**src/rtl/ls_logic_pkg.sv**
```systemverilog
// Shared constants and helpers for the level-shifter / deglitch I/O blocks.
// Defaults mirror a discrete hex inverter with a short stability filter.
package ls_logic_pkg;

    localparam int unsigned LS_DEFAULT_CHANNELS = 6;
    localparam int unsigned LS_DEFAULT_SYNC     = 2;
    localparam int unsigned LS_DEFAULT_FILTER   = 4;

    localparam logic POL_INVERT = 1'b1;
    localparam logic POL_PASS   = 1'b0;

    // Stability counter width; a one-cycle filter still keeps a 1-bit counter.
    function automatic int unsigned ls_cnt_width(input int unsigned filter_cycles);
        return (filter_cycles <= 1) ? 1 : $clog2(filter_cycles);
    endfunction

endpackage

```
**src/rtl/ls_deglitch_channel.sv**
```systemverilog
// One channel: input synchroniser, stability counter and accepted state s.
// commit_c is high in the cycle whose edge loads a new value into s.
module ls_deglitch_channel
    import ls_logic_pkg::*;
#(
    parameter int unsigned SYNC_STAGES   = LS_DEFAULT_SYNC,
    parameter int unsigned FILTER_CYCLES = LS_DEFAULT_FILTER
) (
    input  logic clk,
    input  logic rst_n,
    input  logic a,
    input  logic hold,
    output logic s,
    output logic commit_c
);

    localparam int unsigned       CNT_W    = ls_cnt_width(FILTER_CYCLES);
    localparam logic [CNT_W-1:0]  CNT_LAST = CNT_W'(FILTER_CYCLES - 1);

    logic [SYNC_STAGES-1:0] sync_q;
    logic                   sync;
    logic [CNT_W-1:0]       cnt_q;
    logic [CNT_W-1:0]       cnt_d;
    logic                   s_d;

    assign sync = sync_q[SYNC_STAGES-1];

    // Synchroniser keeps shifting regardless of hold.
    always_ff @(posedge clk or negedge rst_n) begin
        if (!rst_n) begin
            sync_q <= '0;
        end else begin
            sync_q <= {sync_q[SYNC_STAGES-2:0], a};
        end
    end

    // Filter: accept sync once it has differed from s for FILTER_CYCLES edges.
    always_comb begin
        cnt_d    = cnt_q;
        s_d      = s;
        commit_c = 1'b0;
        if (!hold) begin
            if (sync == s) begin
                cnt_d = '0;
            end else if (cnt_q == CNT_LAST) begin
                s_d      = sync;
                cnt_d    = '0;
                commit_c = 1'b1;
            end else begin
                cnt_d = cnt_q + CNT_W'(1);
            end
        end
    end

    always_ff @(posedge clk or negedge rst_n) begin
        if (!rst_n) begin
            s     <= 1'b0;
            cnt_q <= '0;
        end else begin
            s     <= s_d;
            cnt_q <= cnt_d;
        end
    end

endmodule

```
**src/rtl/ls_deglitch_inverter_bank.sv**
```systemverilog
// Bank of synchronised, deglitched inverter/buffer channels with a
// runtime polarity register; y is the accepted state XOR polarity.
module ls_deglitch_inverter_bank
    import ls_logic_pkg::*;
#(
    parameter int unsigned CHANNELS      = LS_DEFAULT_CHANNELS,
    parameter int unsigned SYNC_STAGES   = LS_DEFAULT_SYNC,
    parameter int unsigned FILTER_CYCLES = LS_DEFAULT_FILTER
) (
    input  logic                clk,
    input  logic                rst_n,
    input  logic [CHANNELS-1:0] a,
    input  logic                hold,
    input  logic                cfg_we,
    input  logic [CHANNELS-1:0] cfg_pol,
    output logic [CHANNELS-1:0] pol,
    output logic [CHANNELS-1:0] y,
    output logic [CHANNELS-1:0] chg
);

    if (CHANNELS == 0) begin : g_bad_channels
        $fatal(1, "ls_deglitch_inverter_bank: CHANNELS must be >= 1");
    end
    if (SYNC_STAGES < 2) begin : g_bad_sync
        $fatal(1, "ls_deglitch_inverter_bank: SYNC_STAGES must be >= 2");
    end
    if (FILTER_CYCLES == 0) begin : g_bad_filter
        $fatal(1, "ls_deglitch_inverter_bank: FILTER_CYCLES must be >= 1");
    end

    logic [CHANNELS-1:0] s;
    logic [CHANNELS-1:0] commit_c;

    for (genvar i = 0; i < CHANNELS; i++) begin : g_ch
        ls_deglitch_channel #(
            .SYNC_STAGES   (SYNC_STAGES),
            .FILTER_CYCLES (FILTER_CYCLES)
        ) u_ch (
            .clk      (clk),
            .rst_n    (rst_n),
            .a        (a[i]),
            .hold     (hold),
            .s        (s[i]),
            .commit_c (commit_c[i])
        );
    end

    // Polarity resets to invert so an idle-low bus reads all ones.
    always_ff @(posedge clk or negedge rst_n) begin
        if (!rst_n) begin
            pol <= {CHANNELS{POL_INVERT}};
        end else if (cfg_we) begin
            pol <= cfg_pol;
        end
    end

    always_ff @(posedge clk or negedge rst_n) begin
        if (!rst_n) begin
            chg <= '0;
        end else begin
            chg <= commit_c;
        end
    end

    assign y = s ^ pol;

endmodule

```
**config.mk**
```make
export PLATFORM = sky130hd
export DESIGN_NAME = ls_deglitch_inverter_bank
export DESIGN_NICKNAME = d
export VERILOG_FILES = /design/src/rtl/ls_logic_pkg.sv /design/src/rtl/ls_deglitch_channel.sv /design/src/rtl/ls_deglitch_inverter_bank.sv
export SDC_FILE = /design/constraint.sdc
export NUM_CORES = 1
export LEC_CHECK = 0
export ABC_AREA = 0
export ABC_CLOCK_PERIOD_IN_PS = 1000
export CAP_MARGIN = 20
export CORE_UTILIZATION = 45
export CTS_BUF_LIST = sky130_fd_sc_hd__clkbuf_16
export CTS_CLUSTER_SIZE = 40
export DETAILED_ROUTE_END_ITERATION = 7
export PLACE_DENSITY_LB_ADDON = 0.05
export SYNTH_ARGS = -nofsm -noshare
export SYNTH_HDL_FRONTEND = slang
export SYNTH_SLANG_ARGS = --single-unit
export TNS_END_PERCENT = 20
```
**constraint.sdc**
```tcl
create_clock -name clk -period 1 [get_ports clk]
set_input_delay 0.15 -clock clk [delete_from_list [all_inputs] [get_ports clk]]
set_output_delay 0.15 -clock clk [all_outputs]
set_load 0.02 [all_outputs]
```
==> summary.md, run 1 <==
| Metric | Value |
|---|---|
| Outcome | `complete, but fails checks` |
| Failing checks | `negative setup slack` |
| Vias per cell | `4.718` |
| Pin count of the biggest net entering global routing | `43` |
| List of most frequent post-synthesis cells | `sky130_fd_sc_hd__dfrtp_1, sky130_fd_sc_hd__nand2_1, sky130_fd_sc_hd__nor2b_1` |
| Starting Density | `48.16%` |
| Placed Instance Area | `2303 um^2` |
| Transition time at the pin with the least slew margin | `0.2243 ns` |
| Clock tree sinks | `42` |
| Number of clock buffers inserted by TritonCTS | `5` |
| Count of vias placed by the detailed router | `1071` |
| Area Growth Syn to Fin | `54.04%` |
| Parity-gate share of the synthesized area counting xor and xnor cells | `6.340%` |
| Total count of max-transition violations in the final report | `0` |
| Total gr overflow | `0` |
| RSZ-0062 raised after global routing | `yes` |
| Standard cell core area | `3442 um^2` |
| Max stage delay on crit path | `0.58 ns` |
| Synth Instances | `124` |
| Total GRT Usage | `18.09%` |
| Via count of the first global-routing pass | `1181` |
| Startpoint of the lowest-slack hold path | `a[2]` |
| Startpoint of the worst-slack reg-to-reg timing path | `g_ch[1].u_ch.cnt_q[0]$_DFFE_PN0N_` |
| Nets | `202` |
| Switching component of the power | `1.943 mW` |
| Worst IR Drop VDD | `0.001412 V` |
| Total of max-cap violations | `0` |
| Global-route wire length before repair | `5216 um` |
| Rows | `21` |
| Async SR Flop Fraction | `100.0%` |
| Worst EP required | `0.85 ns` |
| Cell-internal power | `4.460 mW` |
| Synth cell types | `17` |
| Synthesized flop and latch total | `42` |
| Clock Tree Root | `sky130_fd_sc_hd__clkbuf_16` |
| Leakage power | `1.152 nW` |
| Share of cell area taken by muxes after synthesis | `8.151%` |
| Most common flop cell mapped by yosys | `sky130_fd_sc_hd__dfrtp_1` |
| Leading cell type by number of instances after synthesis | `sky130_fd_sc_hd__dfrtp_1` |
| Netlist Area Pre-Place | `1658 um^2` |
| Count of endpoints failing setup in the final report | `24` |
| Routed Wire Length | `3021 um` |
| Net Count, Synth | `146` |
| Die W | `62.70 um` |
| Number of primary I/O pins | `34` |
| CP Launch Type | `flip-flop` |
| Slowest cell on the critical path | `sky130_fd_sc_hd__dfstp_2` |
| Final RePlAce weighted congestion | `0.6372` |
| Full die area | `3931 um^2` |
| Hold Fails Final Rpt | `0` |
| Fmax | `771.4 MHz` |
| First drt pass iteration count | `3` |
| Top post-synthesis cells by area | `sky130_fd_sc_hd__dfrtp_1, sky130_fd_sc_hd__dfstp_2, sky130_fd_sc_hd__mux2_2, sky130_fd_sc_hd__ha_1, sky130_fd_sc_hd__nor2b_1` |
| Insertion delay of the later-clocked pin in the worst-skew pair | `0.28 ns` |
| Peak fanout along the critical path | `2` |
| Comb power frac | `38.3%` |
| Number of warnings printed during yosys synthesis | `0` |
| Class of the worst hold path | `in -> reg` |
| Worst setup margin | `-0.2963 ns` |
| Area share of fa/ha/maj cells after synthesis | `4.528%` |
| Number of enable-type register cells in the synthesized netlist | `0` |
| Placement Setup Slack | `-0.4770 ns` |
| Fraction of final layout cells with drive strength greater than 1 | `49.17%` |
| HPWL after detailed placement | `2038 um` |
| Biggest area consumer among synthesized cells | `sky130_fd_sc_hd__dfrtp_1` |
| Main combinational cell family by area after synthesis | `simple AND/OR/NAND/NOR gates` |
| Clock network power share | `22.8%` |
| Routed wirelength normalized by instance count | `13.31 um` |
| Initial antenna violation count | `0` |
| Cells along the critical path | `xor2_4 -> buf_6` |
| Switching part of the total power | `30.35%` |
| Die Ht | `62.70 um` |
| Worst setup path startpoint | `pol[2]$_DFFE_PN1P_` |
| Total power per unit cell area | `2507 nW/um^2` |
| Startpoint-to-endpoint class of the critical path | `reg -> out` |
| Clock tree from TritonCTS | `built` |
| Input/output buffers | `33` |
| Post-placement cell count | `214` |
| Critical path data arrival time | `1.15 ns` |
| Final design area excluding fillers | `2554 um^2` |
| Number of nets with antenna violations after detailed routing | `0` |
| Detailed Route Iter0 Violations | `22` |
| Number of diodes added for antenna fixing | `0` |
| Final worst clock skew | `0.003212 ns` |
| Number of buffers on the longest clock path | `2` |
| Compound-Gate Fraction of Synth Area | `3.849%` |
| Post-synthesis area per instance | `13.37 um^2` |
| Post-synth top area share | `54.34%` |
| Maximum level of the CTS H-tree | `2` |
| Crit. End Element | `primary output` |
| Basic-gate share of the synthesized area counting and, or, nand and nor cells | `11.77%` |
| Max-slew headroom | `85.05%` |
| Register area share after synthesis | `63.85%` |
| Minimum clock period | `1.296 ns` |
| Proportion of power drawn by flip-flops and latches | `38.9%` |
| Filler-free cell count of the finished design | `227` |
| Period utilization | `129.6%` |
| Clock-pin slew on the worst setup and hold paths | `0.06 ns` |
| DRC viols | `0` |
## worst max-delay path, delay by kind of cell, from the launching register on
family,cells,cell delay (ns)
xor+xnor,1,0.16
buf+inv,1,0.13
flops,1,0.58
## power by group through the flow
stage / Combinational [mW] / Sequential, mW / Clock [mW]
after global routing: 2.66 / 2.55 / 1.58
after global placement: 2.02 / 2.46 / 0
final: 2.45 / 2.49 / 1.46
after floorplan: 1.17 / 2.52 / 0
after CTS: 2.31 / 2.50 / 1.50
after detailed placement: 2.11 / 2.50 / 0
## what timing repair did
| item | 4_1_cts | 5_1_grt |
|---|---|---|
| pin swaps | 4 | 2 |
| setup buffers | 1 | 3 |
| gates resized for setup | 107 | 9 |
| hold buffers | 1 | 0 |
| endpoints found under the setup margin | 39 | 29 |
| endpoints found under the hold margin | 36 | 0 |
## logic make-up after synthesis
group,count (synthesis)
adders and majority gates,6
DFF,42
muxes,12
buffers and inverters,4
xor gates and xnor gates,12
AOI/OAI and AO/OA,12
and+or+nand+nor,36
## through the flow
stage	hold WS [ns]	utilization (%)	setup TNS (ns)	total power, mW
after floorplan	-0.1456	-	-0.5233	3.683
after global placement	0.1364	66.92	-12.15	4.487
after detailed placement	0.1412	66.92	-12.77	4.609
after CTS	0.3066	72.41	-4.126	6.302
after global routing	0.3202	74.19	-5.120	6.794
final	0.3096	74.19	-4.130	6.403
## cell usage in the layout, fill, tap and decap left out
cell / count
sky130_fd_sc_hd__nand2b_1: 6
sky130_fd_sc_hd__xnor2_2: 3
sky130_fd_sc_hd__nor2b_4: 6
sky130_fd_sc_hd__buf_12: 2
sky130_fd_sc_hd__dfstp_2: 6
sky130_fd_sc_hd__clkbuf_16: 5
sky130_fd_sc_hd__dfrtp_1: 34
sky130_fd_sc_hd__o21ai_1: 11
sky130_fd_sc_hd__mux2_4: 6
sky130_fd_sc_hd__clkdlybuf4s50_1: 13
sky130_fd_sc_hd__inv_1: 3
sky130_fd_sc_hd__nor2b_1: 6
sky130_fd_sc_hd__xnor2_4: 3
sky130_fd_sc_hd__dfrtp_2: 2
sky130_fd_sc_hd__ha_2: 6
sky130_fd_sc_hd__buf_6: 13
sky130_fd_sc_hd__xor2_2: 4
sky130_fd_sc_hd__or3_1: 5
sky130_fd_sc_hd__buf_2: 7
sky130_fd_sc_hd__or3_4: 1
sky130_fd_sc_hd__xor2_4: 2
sky130_fd_sc_hd__dlygate4sd2_1: 1
sky130_fd_sc_hd__o21ai_2: 1
sky130_fd_sc_hd__buf_4: 16
sky130_fd_sc_hd__mux2_2: 6
sky130_fd_sc_hd__dlygate4sd3_1: 1
sky130_fd_sc_hd__nand2_1: 12
## worst paths after layout
kind	slack, ns	to	depth (start not counted)
max	-0.30	y[2]	2
min	0.31	g_ch[2].u_ch.sync_q[0]$_DFF_PN0_	1
min reg2reg	0.35	g_ch[4].u_ch.sync_q[1]$_DFF_PN0_	0
max in group asynchronous	0.35	pol[4]$_DFFE_PN1P_	3
min in group asynchronous	0.39	chg[1]$_DFF_PN0_	3
max reg2reg	-0.15	g_ch[1].u_ch.s$_DFFE_PN0P_	3
## layer usage
metal | global-route usage (%) | part of all wire [%] | vias to the layer above
met5 | 0 | 0 | -
met4 | 6.105 | 1.4 | 0
met3 | 6.204 | 4.5 | 8
met2 | 32.34 | 57 | 25
met1 | 19.90 | 37 | 524
li1 | - | - | 514
## registers in the layout, summed over array words and instances (netlist names)
| register | count |
|---|---|
| g_ch.u_ch.cnt_q | 12 |
| g_ch.u_ch.s | 6 |
| pol | 6 |
| chg | 6 |
| g_ch.u_ch.sync_q | 12 |
## cell type report
cell class | instances | area (um^2)
flip-flops and latches | 42 | 1061
clock inverters | 3 | 11.26
clock buffers | 5 | 125.1
repair buffers | 53 | 490.5
multi-input cells | 78 | 808.3
well taps | 46 | 57.56
fillers | 232 | 888.4
No activity file was read; power rests on OpenSTA's default activity.
==> inputs of run 2 (changes only) <==
--- a/config.mk
+++ b/config.mk
@@ -12,7 +12,9 @@
 export CTS_BUF_LIST = sky130_fd_sc_hd__clkbuf_16
 export CTS_CLUSTER_SIZE = 40
 export DETAILED_ROUTE_END_ITERATION = 7
+export GPL_ROUTABILITY_DRIVEN = 0
 export PLACE_DENSITY_LB_ADDON = 0.05
+export SLEW_MARGIN = 25
 export SYNTH_ARGS = -nofsm -noshare
 export SYNTH_HDL_FRONTEND = slang
 export SYNTH_SLANG_ARGS = --single-unit
==> results of run 2 <==
Final layout, timing and power as in run 1 (identical DEF).
==> inputs of run 3 (changes only) <==
--- a/config.mk
+++ b/config.mk
@@ -10,6 +10,7 @@
 export CAP_MARGIN = 20
 export CORE_UTILIZATION = 45
 export CTS_BUF_LIST = sky130_fd_sc_hd__clkbuf_16
+export CTS_CLUSTER_DIAMETER = 120
 export CTS_CLUSTER_SIZE = 40
 export DETAILED_ROUTE_END_ITERATION = 7
 export GPL_ROUTABILITY_DRIVEN = 0
==> results of run 3 <==
Final layout, timing and power as in run 1 (identical DEF).
